File: src/rtl/l1_trigger_pkg.sv
// ----------------------------------------------------------------------------
// l1_trigger_pkg
//  Shared types for the L1 trigger event collector:
//   - collector_state_t : collector FSM states
//   - l1_event_t        : event word {timestamp, beam mask} at the default sizes
//   - DROP_CNT_BITS     : width of the saturating drop counter
//  No ports (package).
// ----------------------------------------------------------------------------
package l1_trigger_pkg;

   localparam int DEFAULT_NBEAMS  = 2;
   localparam int DEFAULT_TS_BITS = 32;
   localparam int DROP_CNT_BITS   = 16;

   typedef enum logic [1:0] {
      IDLE    = 2'd0,
      COLLECT = 2'd1,
      PUSH    = 2'd2,
      DEAD    = 2'd3
   } collector_state_t;

   typedef struct packed {
      logic [DEFAULT_TS_BITS-1:0] ts;
      logic [DEFAULT_NBEAMS-1:0]  mask;
   } l1_event_t;

endpackage

File: src/rtl/l1_event_fifo.sv
// ----------------------------------------------------------------------------
// l1_event_fifo
//  Synchronous first-word-fall-through FIFO on distributed RAM. The head word
//  is visible on dout whenever the FIFO is non-empty; rd_en consumes it.
//  A write while full is accepted only when a read happens in the same cycle.
// Ports:
//  aclk, aresetn : clock, asynchronous active-low reset
//  wr_en, din    : write request and data
//  full          : count == DEPTH
//  rd_en, dout   : read (pop) request and head word (0 when empty)
//  empty, count  : status and occupancy
// ----------------------------------------------------------------------------
module l1_event_fifo #(
   parameter int WIDTH = 34,
   parameter int DEPTH = 16
) (
   input  logic                       aclk,
   input  logic                       aresetn,
   input  logic                       wr_en,
   input  logic [WIDTH-1:0]           din,
   output logic                       full,
   input  logic                       rd_en,
   output logic [WIDTH-1:0]           dout,
   output logic                       empty,
   output logic [$clog2(DEPTH):0]     count
);

   localparam int PTR_W = $clog2(DEPTH);
   localparam int CNT_W = PTR_W + 1;

   logic [WIDTH-1:0] mem [DEPTH];
   logic [PTR_W-1:0] wrPtr_q, wrPtr_d;
   logic [PTR_W-1:0] rdPtr_q, rdPtr_d;
   logic [CNT_W-1:0] count_q, count_d;
   logic             doWrite, doRead;

   assign full  = (count_q == CNT_W'(DEPTH));
   assign empty = (count_q == '0);
   assign count = count_q;
   assign dout  = empty ? '0 : mem[rdPtr_q];

   // A read only happens on a non-empty FIFO; a write into a full FIFO is
   // allowed when the same cycle frees the head slot.
   always_comb begin
      doRead  = rd_en && !empty;
      doWrite = wr_en && (!full || doRead);
      wrPtr_d = doWrite ? wrPtr_q + PTR_W'(1) : wrPtr_q;
      rdPtr_d = doRead  ? rdPtr_q + PTR_W'(1) : rdPtr_q;
      count_d = count_q;
      if (doWrite && !doRead) begin
         count_d = count_q + CNT_W'(1);
      end else if (!doWrite && doRead) begin
         count_d = count_q - CNT_W'(1);
      end
   end

   // Pointers and occupancy; pointers wrap naturally since DEPTH is a power of 2.
   always_ff @(posedge aclk or negedge aresetn) begin
      if (!aresetn) begin
         wrPtr_q <= '0;
         rdPtr_q <= '0;
         count_q <= '0;
      end else begin
         wrPtr_q <= wrPtr_d;
         rdPtr_q <= rdPtr_d;
         count_q <= count_d;
      end
   end

   // Storage array is left unreset so it maps onto distributed RAM.
   always_ff @(posedge aclk) begin
      if (doWrite) begin
         mem[wrPtr_q] <= din;
      end
   end

endmodule

File: src/rtl/l1_trigger_event_collector.sv
// ----------------------------------------------------------------------------
// l1_trigger_event_collector
//  Coalesces per-beam L1 trigger pulses within a short window into a single
//  event {timestamp, beam mask}, applies a dead time after each event and
//  queues events in a FWFT FIFO read out as a valid/ready stream. Events that
//  find the FIFO full are dropped and counted (saturating).
// Ports:
//  aclk, aresetn  : sole clock, asynchronous active-low reset
//  trig_i         : per-beam trigger pulses
//  enable_i       : allows new events to start from IDLE
//  m_tdata_o      : head event word {timestamp, beam_mask}
//  m_tvalid_o     : FIFO non-empty
//  m_tready_i     : consumer accepts head word
//  fifo_count_o   : FIFO occupancy
//  dropped_o      : saturating count of events dropped on a full FIFO
// ----------------------------------------------------------------------------
module l1_trigger_event_collector
   import l1_trigger_pkg::*;
#(
   parameter int NBEAMS          = DEFAULT_NBEAMS,
   parameter int WINDOW_CLOCKS   = 8,
   parameter int DEADTIME_CLOCKS = 16,
   parameter int TS_BITS         = DEFAULT_TS_BITS,
   parameter int FIFO_DEPTH      = 16
) (
   input  logic                          aclk,
   input  logic                          aresetn,
   input  logic [NBEAMS-1:0]             trig_i,
   input  logic                          enable_i,
   output logic [TS_BITS+NBEAMS-1:0]     m_tdata_o,
   output logic                          m_tvalid_o,
   input  logic                          m_tready_i,
   output logic [$clog2(FIFO_DEPTH):0]   fifo_count_o,
   output logic [DROP_CNT_BITS-1:0]      dropped_o
);

   localparam int WORD_W  = TS_BITS + NBEAMS;
   localparam int MAX_CNT = (WINDOW_CLOCKS > DEADTIME_CLOCKS) ? WINDOW_CLOCKS : DEADTIME_CLOCKS;
   localparam int CNT_W   = $clog2(MAX_CNT + 1);

   collector_state_t state_q, state_d;

   logic [TS_BITS-1:0]       ts_q, ts_d;
   logic [TS_BITS-1:0]       evTs_q, evTs_d;
   logic [NBEAMS-1:0]        mask_q, mask_d;
   logic [CNT_W-1:0]         cnt_q, cnt_d;
   logic [DROP_CNT_BITS-1:0] dropped_q, dropped_d;

   logic              startEvent;
   logic              collecting;
   logic              pushCycle;
   logic              pop;
   logic              fifoFull;
   logic              fifoEmpty;
   logic              fifoWrEn;
   logic              dropEvent;
   logic [WORD_W-1:0] fifoDout;

   // State register.
   always_ff @(posedge aclk or negedge aresetn) begin
      if (!aresetn) begin
         state_q <= IDLE;
      end else begin
         state_q <= state_d;
      end
   end

   // Next-state logic. The shared counter holds the remaining window cycles in
   // COLLECT and the remaining dead cycles in DEAD; leaving happens when it
   // reaches its last cycle (value 1).
   always_comb begin
      state_d = state_q;
      unique case (state_q)
         IDLE: begin
            if (enable_i && |trig_i) begin
               state_d = (WINDOW_CLOCKS == 1) ? PUSH : COLLECT;
            end
         end
         COLLECT: begin
            if (cnt_q == CNT_W'(1)) begin
               state_d = PUSH;
            end
         end
         PUSH: begin
            state_d = (DEADTIME_CLOCKS == 0) ? IDLE : DEAD;
         end
         DEAD: begin
            if (cnt_q == CNT_W'(1)) begin
               state_d = IDLE;
            end
         end
         default: state_d = IDLE;
      endcase
   end

   // FSM outputs. A PUSH into a full FIFO still succeeds if the consumer pops
   // the head in the same cycle; otherwise the event is dropped.
   always_comb begin
      startEvent = (state_q == IDLE) && enable_i && (|trig_i);
      collecting = (state_q == COLLECT);
      pushCycle  = (state_q == PUSH);
      fifoWrEn   = pushCycle && (!fifoFull || pop);
      dropEvent  = pushCycle && fifoFull && !pop;
   end

   assign pop = !fifoEmpty && m_tready_i;

   // Datapath next values: free-running timestamp, event latch, mask
   // accumulation, window/dead counter and the saturating drop counter.
   always_comb begin
      ts_d      = ts_q + TS_BITS'(1);
      evTs_d    = evTs_q;
      mask_d    = mask_q;
      cnt_d     = cnt_q;
      dropped_d = dropped_q;
      if (startEvent) begin
         evTs_d = ts_q;
         mask_d = trig_i;
         cnt_d  = CNT_W'(WINDOW_CLOCKS - 1);
      end else if (collecting) begin
         mask_d = mask_q | trig_i;
         cnt_d  = cnt_q - CNT_W'(1);
      end else if (pushCycle) begin
         cnt_d  = CNT_W'(DEADTIME_CLOCKS);
      end else if (state_q == DEAD) begin
         cnt_d  = cnt_q - CNT_W'(1);
      end
      if (dropEvent && (dropped_q != '1)) begin
         dropped_d = dropped_q + DROP_CNT_BITS'(1);
      end
   end

   // Datapath registers; reset discards any event being collected.
   always_ff @(posedge aclk or negedge aresetn) begin
      if (!aresetn) begin
         ts_q      <= '0;
         evTs_q    <= '0;
         mask_q    <= '0;
         cnt_q     <= '0;
         dropped_q <= '0;
      end else begin
         ts_q      <= ts_d;
         evTs_q    <= evTs_d;
         mask_q    <= mask_d;
         cnt_q     <= cnt_d;
         dropped_q <= dropped_d;
      end
   end

   l1_event_fifo #(
      .WIDTH (WORD_W),
      .DEPTH (FIFO_DEPTH)
   ) uEventFifo (
      .aclk    (aclk),
      .aresetn (aresetn),
      .wr_en   (fifoWrEn),
      .din     ({evTs_q, mask_q}),
      .full    (fifoFull),
      .rd_en   (pop),
      .dout    (fifoDout),
      .empty   (fifoEmpty),
      .count   (fifo_count_o)
   );

   assign m_tdata_o  = fifoDout;
   assign m_tvalid_o = !fifoEmpty;
   assign dropped_o  = dropped_q;

endmodule

File: config.mk
export PLATFORM = sky130hd
export DESIGN_NAME = l1_trigger_event_collector
export DESIGN_NICKNAME = d
export VERILOG_FILES = /design/src/rtl/l1_trigger_pkg.sv /design/src/rtl/l1_event_fifo.sv /design/src/rtl/l1_trigger_event_collector.sv
export SDC_FILE = /design/constraint.sdc
export NUM_CORES = 1
export LEC_CHECK = 0
export ABC_CLOCK_PERIOD_IN_PS = 8500
export CAP_MARGIN = 40
export CORE_MARGIN = 2
export CORE_UTILIZATION = 31
export DETAILED_ROUTE_END_ITERATION = 10
export GPL_ROUTABILITY_DRIVEN = 1
export PLACE_DENSITY = 0.49
export SLEW_MARGIN = 20
export SYNTH_ARGS = -nofsm -noshare
export SYNTH_HDL_FRONTEND = slang
export SYNTH_SLANG_ARGS = --single-unit
File: constraint.sdc
create_clock -name aclk -period 8.5 [get_ports aclk]
set_input_delay 2.55 -clock aclk [delete_from_list [all_inputs] [get_ports aclk]]
set_output_delay 2.55 -clock aclk [all_outputs]
set_load 0.02 [all_outputs]
# After elaboration in Yosys (flattened, before gate mapping)
# Memories as Yosys holds them, arrays and structs flattened.
# Index checks and enable logic that the tools add are counted.
[op_classes]
addsub = 7
mux = 15
bitwise = 1
reduce_logical = 26
eq_ne = 9
[ops]
columns = ["op", "n"]
rows = [
  ["$mux W34", 1],
  ["$add A32 B1 Y32 const B", 1],
  ["$mux W5", 6],
  ["$add A16 B1 Y16 const B", 1],
  ["$ne A16 B16 Y1 const B", 1],
  ["$logic_and A1 B1 Y1", 12],
  ["$mux W2", 5],
  ["$sub A5 B1 Y5 const B", 2],
  ["$add A4 B1 Y4 const B", 2],
  ["$pmux W2 S4", 1],
  ["$add A5 B1 Y5 const B", 1],
  ["$eq A5 B1 Y1 const B", 1],
  ["$eq A5 B5 Y1 const B", 1],
  ["$logic_not A1 Y1", 5],
  ["$logic_not A5 Y1", 1],
  ["$eq A2 B2 Y1 const B", 2],
  ["$ne A2 B2 Y1 const B", 2],
  ["$reduce_bool A2 Y1", 2],
  ["$reduce_bool A4 Y1", 1],
  ["$reduce_and A3 Y1", 1],
  ["$eq A2 B1 Y1 const B", 1],
  ["$logic_not A2 Y1", 1],
  ["$logic_or A1 B1 Y1", 2],
  ["$mux W1", 2],
  ["other kinds (3)", 3],
]
[totals]
word_cells = 68
mem_bits_rw = 544
memories = 1
input_bits = 6
ff_bits = 102
[mem_list]
columns = ["memory", "words", "word_bits", "read_ports", "rd_clocked_by_memory_dff", "write_ports", "line", "text"]
rows = [
  ["uEventFifo.mem", 16, 34, 1, 0, 1, "l1_event_fifo.sv:31", "logic [WIDTH-1:0] mem [DEPTH];"],
]

# Logic depth before layout (Yosys ltp)
[logic_depth]
ltp_word = 10
mapped_depth = 11
mapped_depth_nobuf = 11

# By module
# From an unflattened synthesis, not the netlist that was laid out.
[hier_totals]
cells_unflattened = 1253
hier_area_um2 = 25371.8
[by_module_without_submodules]
columns = ["mod", "area_each_um2", "seq_area_each_um2", "cells_per_inst", "instances"]
rows = [
  ["l1_event_fifo", 21438.1, 16661.0, 926, 1],
  ["l1_trigger_event_collector", 3933.8, 2227.1, 327, 1],
]

# Worst setup path after synthesis
# OpenSTA, ideal clock, no wires.
[synth_path]
path_type = "in2reg"
from = "in m_tready_i"
to = "mem uEventFifo.mem[3][0] (enable)"
setup_slack_ns = 2.522
stages = 4
t_arrival_ns = 5.511
n_path_buf = 0
t_required_ns = 8.033
setup_time_ns = 0.467
path_cell_list = "inv_1 a31oi_2 nand2_1 nor3_1"
[synth_via]
elab_chain_len = 6
elab_cells_between_ends = 8
[synth_lines]
columns = ["item", "line", "text"]
rows = [
  ["from (decl)", "l1_trigger_event_collector.sv:32", "input logic m_tready_i,"],
  ["$logic_and A1 B1 Y1 *", "l1_trigger_event_collector.sv:106", "assign pop = !fifoEmpty && m_tready_i;"],
  ["$logic_or A1 B1 Y1 or $logic_and A1 B1 Y1 (tied branches)", "l1_trigger_event_collector.sv:102, l1_event_fifo.sv:45", ""],
  ["$logic_and A1 B1 Y1 or $logic_or A1 B1 Y1 (tied branches)", "l1_trigger_event_collector.sv:102, l1_event_fifo.sv:46", ""],
  ["$logic_and A1 B1 Y1 *", "l1_event_fifo.sv:46", "doWrite = wr_en && (!full || doRead);"],
  ["via uEventFifo.doWrite", "l1_event_fifo.sv:35", "logic doWrite, doRead;"],
  ["$mux W1 *", "l1_event_fifo.sv:72", "if (doWrite) begin"],
  ["$mux W1 (not written as such) *", "l1_event_fifo.sv:73", "mem[wrPtr_q] <= din;"],
  ["to (decl)", "l1_event_fifo.sv:31", ""],
]
# The timed path passes the listed nets; every way through them passes the cells marked *.

# Worst setup path in the final report
[layout_path]
from = "reg uEventFifo.rdPtr_q[3]"
to = "out m_tdata_o[1]"
[layout_via]
elab_chain_len = 2
[layout_lines]
columns = ["item", "line", "text"]
rows = [
  ["from (decl)", "l1_event_fifo.sv:33", "logic [PTR_W-1:0] rdPtr_q, rdPtr_d;"],
  ["from (signal assigned)", "l1_event_fifo.sv:65", "rdPtr_q <= rdPtr_d;"],
  ["$mem_v2 Z16 W34", "-", ""],
  ["$mux W34", "l1_event_fifo.sv:40", "assign dout = empty ? '0 : mem[rdPtr_q];"],
  ["to (decl)", "l1_trigger_event_collector.sv:30", "output logic [TS_BITS+NBEAMS-1:0] m_tdata_o,"],
]
# No other way between the ends.

==> metrics.csv <==
metric,value,unit
status,finished clean,
fin crit share,0.7193,
"Primary FF master, synth",edfxtp_1,
Crit path arrival time,3560,ps
largest area contributor in the netlist,edfxtp_1,
Hold Crit Depth,1,
Total Power,0.009747,W
max-slew headroom at the worst pin,0.4707,
count of input and output buffers,61,
RR Endpoint,uEventFifo.mem[12][6],
Comb pwr share,0.285,
Max Root-Sink Buffers,3,
Die Span Y,289.0,um
largest net degree at the start of global routing,50,
Hold EP,cnt_q[3],
syn_area_per_cell,20.45,um^2
HP Start,cnt_q[3],
Synth area leaders,"edfxtp_1 (65%), mux4_2 (12%), dfrtp_1 (10%), mux2i_1 (2.8%), xnor2_1 (1.5%)",
Die X,289.0,um
Psw,0.003042,W
VDD IR max,0.1536,mV
sequential cell area fraction in the yosys report,0.7502,
Layout Nets,1371,
WS Path Type,reg -> out,
drt wl/cell,23.08,um
Routed Antenna Nets,0,
root buffer cell,clkbuf_16,
cell-internal power,0.006706,W
P_leak,9.689,nW
Reg2Reg Depth,7,
Layout area overhead,17.70,%
unique cell type count in the Yosys netlist,38,
CTS tree,yes,
vias in the first global route,13050,
Final Skew,22.76,ps
flop-to-flop setup slack,5140,ps
hold crit path type,reg -> reg,
Fmax,163.5,MHz
PwrDens,328.9,nW/um^2
Synth top cells by count,"edfxtp_1 (544), mux4_2 (136), dfrtp_1 (102)",
clk slew on worst S/H paths,60,ps
CP peak stage delay,680,ps
clock share of power,0.302,
Die Area,83510,um^2
multi-input gate area in the final layout,6097,um^2
DR pass1 iterations,4,
crit path time final,6114,ps
initial antenna violation count,0,
DR vias/cell,4.809,
Ports,62,
Top delay family on crit path,buffers and inverters,
n_diodes,0,
Initial DRC Count,625,
Sequential Area,18900,um^2
CTS Hold Bufs,0,
utilization after layout,0.3685,
Core ar.,80420,um^2
synth warn,0,
Non-Filler Instances,2466,
TNS Setup,0,ps
Async SR Flop Fraction,0.1579,
number of synthesized flops with an enable pin,544,
Synth top area share,0.6488,
RSZ-0062 raised after global routing,false,
final setup vio count,0,
GRT Residual Overflow,0,
DPL Wire Length,31010,um
H-tree levels,3,
first-pass GRT wire length,85500,um
cell with the most instances after synthesis,edfxtp_1,
max-slew violations,0,
Post-CTS Resized,0,
Syn Nets,1256,
Worst Path Required,5950,ps
cells along the critical path,buf_16 > buf_4 > mux4_2 > mux2i_1 > o22ai_1 > clkdlybuf4s50_1,
share of layout cells above drive strength 1,0.2319,
Fin. Hold Viols,0,
Post-Syn Area,25180,um^2
Post CTS Setup Buffer Count,0,
sequential share of power,0.413,
Critical Path End Type,output port,
DRC errors left,0,
Max-Cap Viols,0,
Fillers,7354,
"Slowest-stage cell, CP",clkdlybuf4s50_1,
"Buf+Inv Stages, Crit Path",3,
Total GRT Usage,0.1400,
TritonCTS Buffers,73,
CP Launch Type,flop,
R2R Path Start,state_q[0],
dpl cells,2331,
Worst Tran Pin Value,793.9,ps
switch share,0.3120,
"FF+latch count, synth",646,
# rows,104,
Mapped Cells,1231,
via count,11860,
CP Max Fanout,38,
clock latency on the worst-skew pair,620,ps
initial core utilization,0.3131,
GPL Wtd Cong,0.7012,
clock sinks,646,
drt total wl,56910,um
[how the worst max path moves through the flow]
stage                                from                     to  slack (ps)  cells after the start
finish              uEventFifo.rdPtr_q[3]           m_tdata_o[1]        2390                      6
CTS                 uEventFifo.rdPtr_q[3]           m_tdata_o[1]        2220                      6
global route        uEventFifo.rdPtr_q[3]           m_tdata_o[1]        2190                      6
floorplan                      m_tready_i   uEventFifo.mem[3][0]        2520                      4
detailed placement             m_tready_i  uEventFifo.mem[12][3]        2650                      6
global placement               m_tready_i  uEventFifo.mem[4][23]        2640                      6
[cells in the final DEF, fill, tap and decap left out, drive strengths merged, types with 3 or more instances in the layout]
cell type and instances:
ha 18, buf 34, xnor2 42, a21o 3, nor2 27, clkdlybuf4s50 60
xor2 14, edfxtp 544, nand2 39, clkinv 26, dfrtp 102, a21oi 6
and4 4, clkbuf 102, nand2b 5, mux2i 70, clkinvlp 3, and3 7
nand4 16, o22ai 34, nor3 8, mux2 29, o21ai 14, nor4 3
inv 23, mux4 136, nand3 23
[power by group through the flow]
stage / Combinational (W) / Clock (W) / Sequential [W]
detailed placement: 0.00286 / 0 / 0.00410
CTS: 0.00288 / 0.00303 / 0.00403
finish: 0.00278 / 0.00294 / 0.00402
floorplan: 0.00186 / 0 / 0.00395
global placement: 0.00272 / 0 / 0.00416
global route: 0.00301 / 0.00316 / 0.00407
[sequential cells by signal, summed over array words and instances, names as in the netlist]
| name | count |
|---|---|
| state_q | 2 |
| cnt_q | 5 |
| dropped_o | 16 |
| evTs_q | 32 |
| uEventFifo.mem | 544 |
| mask_q | 2 |
| uEventFifo.rdPtr_q | 4 |
| ts_q | 32 |
| uEventFifo.wrPtr_q | 4 |
| uEventFifo.count | 5 |
[routing by layer]
layer / share of wire / global-route usage / wire length (um) / vias to the layer above
li1: - / - / - / 5220
met1: 0.43 / 0.1816 / 24740 / 6342
met2: 0.51 / 0.2413 / 28920 / 211
met4: 0.021 / 0.03956 / 1219 / 0
met3: 0.036 / 0.02465 / 2041 / 85
met5: 0 / 0 / 0 / -
[layout make-up]
type / instances / area share
flip-flops and latches: 646 / 0.6378
multi-input cells: 512 / 0.2058
clock buffers: 102 / 0.06739
well taps: 1060 / 0.04476
repair buffers: 94 / 0.03327
clock inverters: 33 / 0.008614
inverters: 19 / 0.002407
[through the flow]
step | instance area (um^2) | hold slack [ps] | worst slack, ps
2_1_floorplan | 25180 | 441.4 | 2522
6_report | 29630 | 472.4 | 2386
3_3_place_gp | 27220 | 461.5 | 2642
3_5_place_dp | 27380 | 460.0 | 2648
4_1_cts | 29630 | 469.5 | 2217
5_1_grt | 29630 | 492.0 | 2188
[logic make-up after synthesis]
logic type                 Yosys count  synth area share
DFF                                646            0.7502
muxes                              235            0.1625
AOI/OAI and AO/OA                   68           0.01854
buffers and inverters               73           0.01218
xor gates and xnor gates            56           0.01948
adders and majority gates           19          0.009741
and+or+nand+nor                    134           0.02738
No activity file was read; power rests on OpenSTA's default activity.
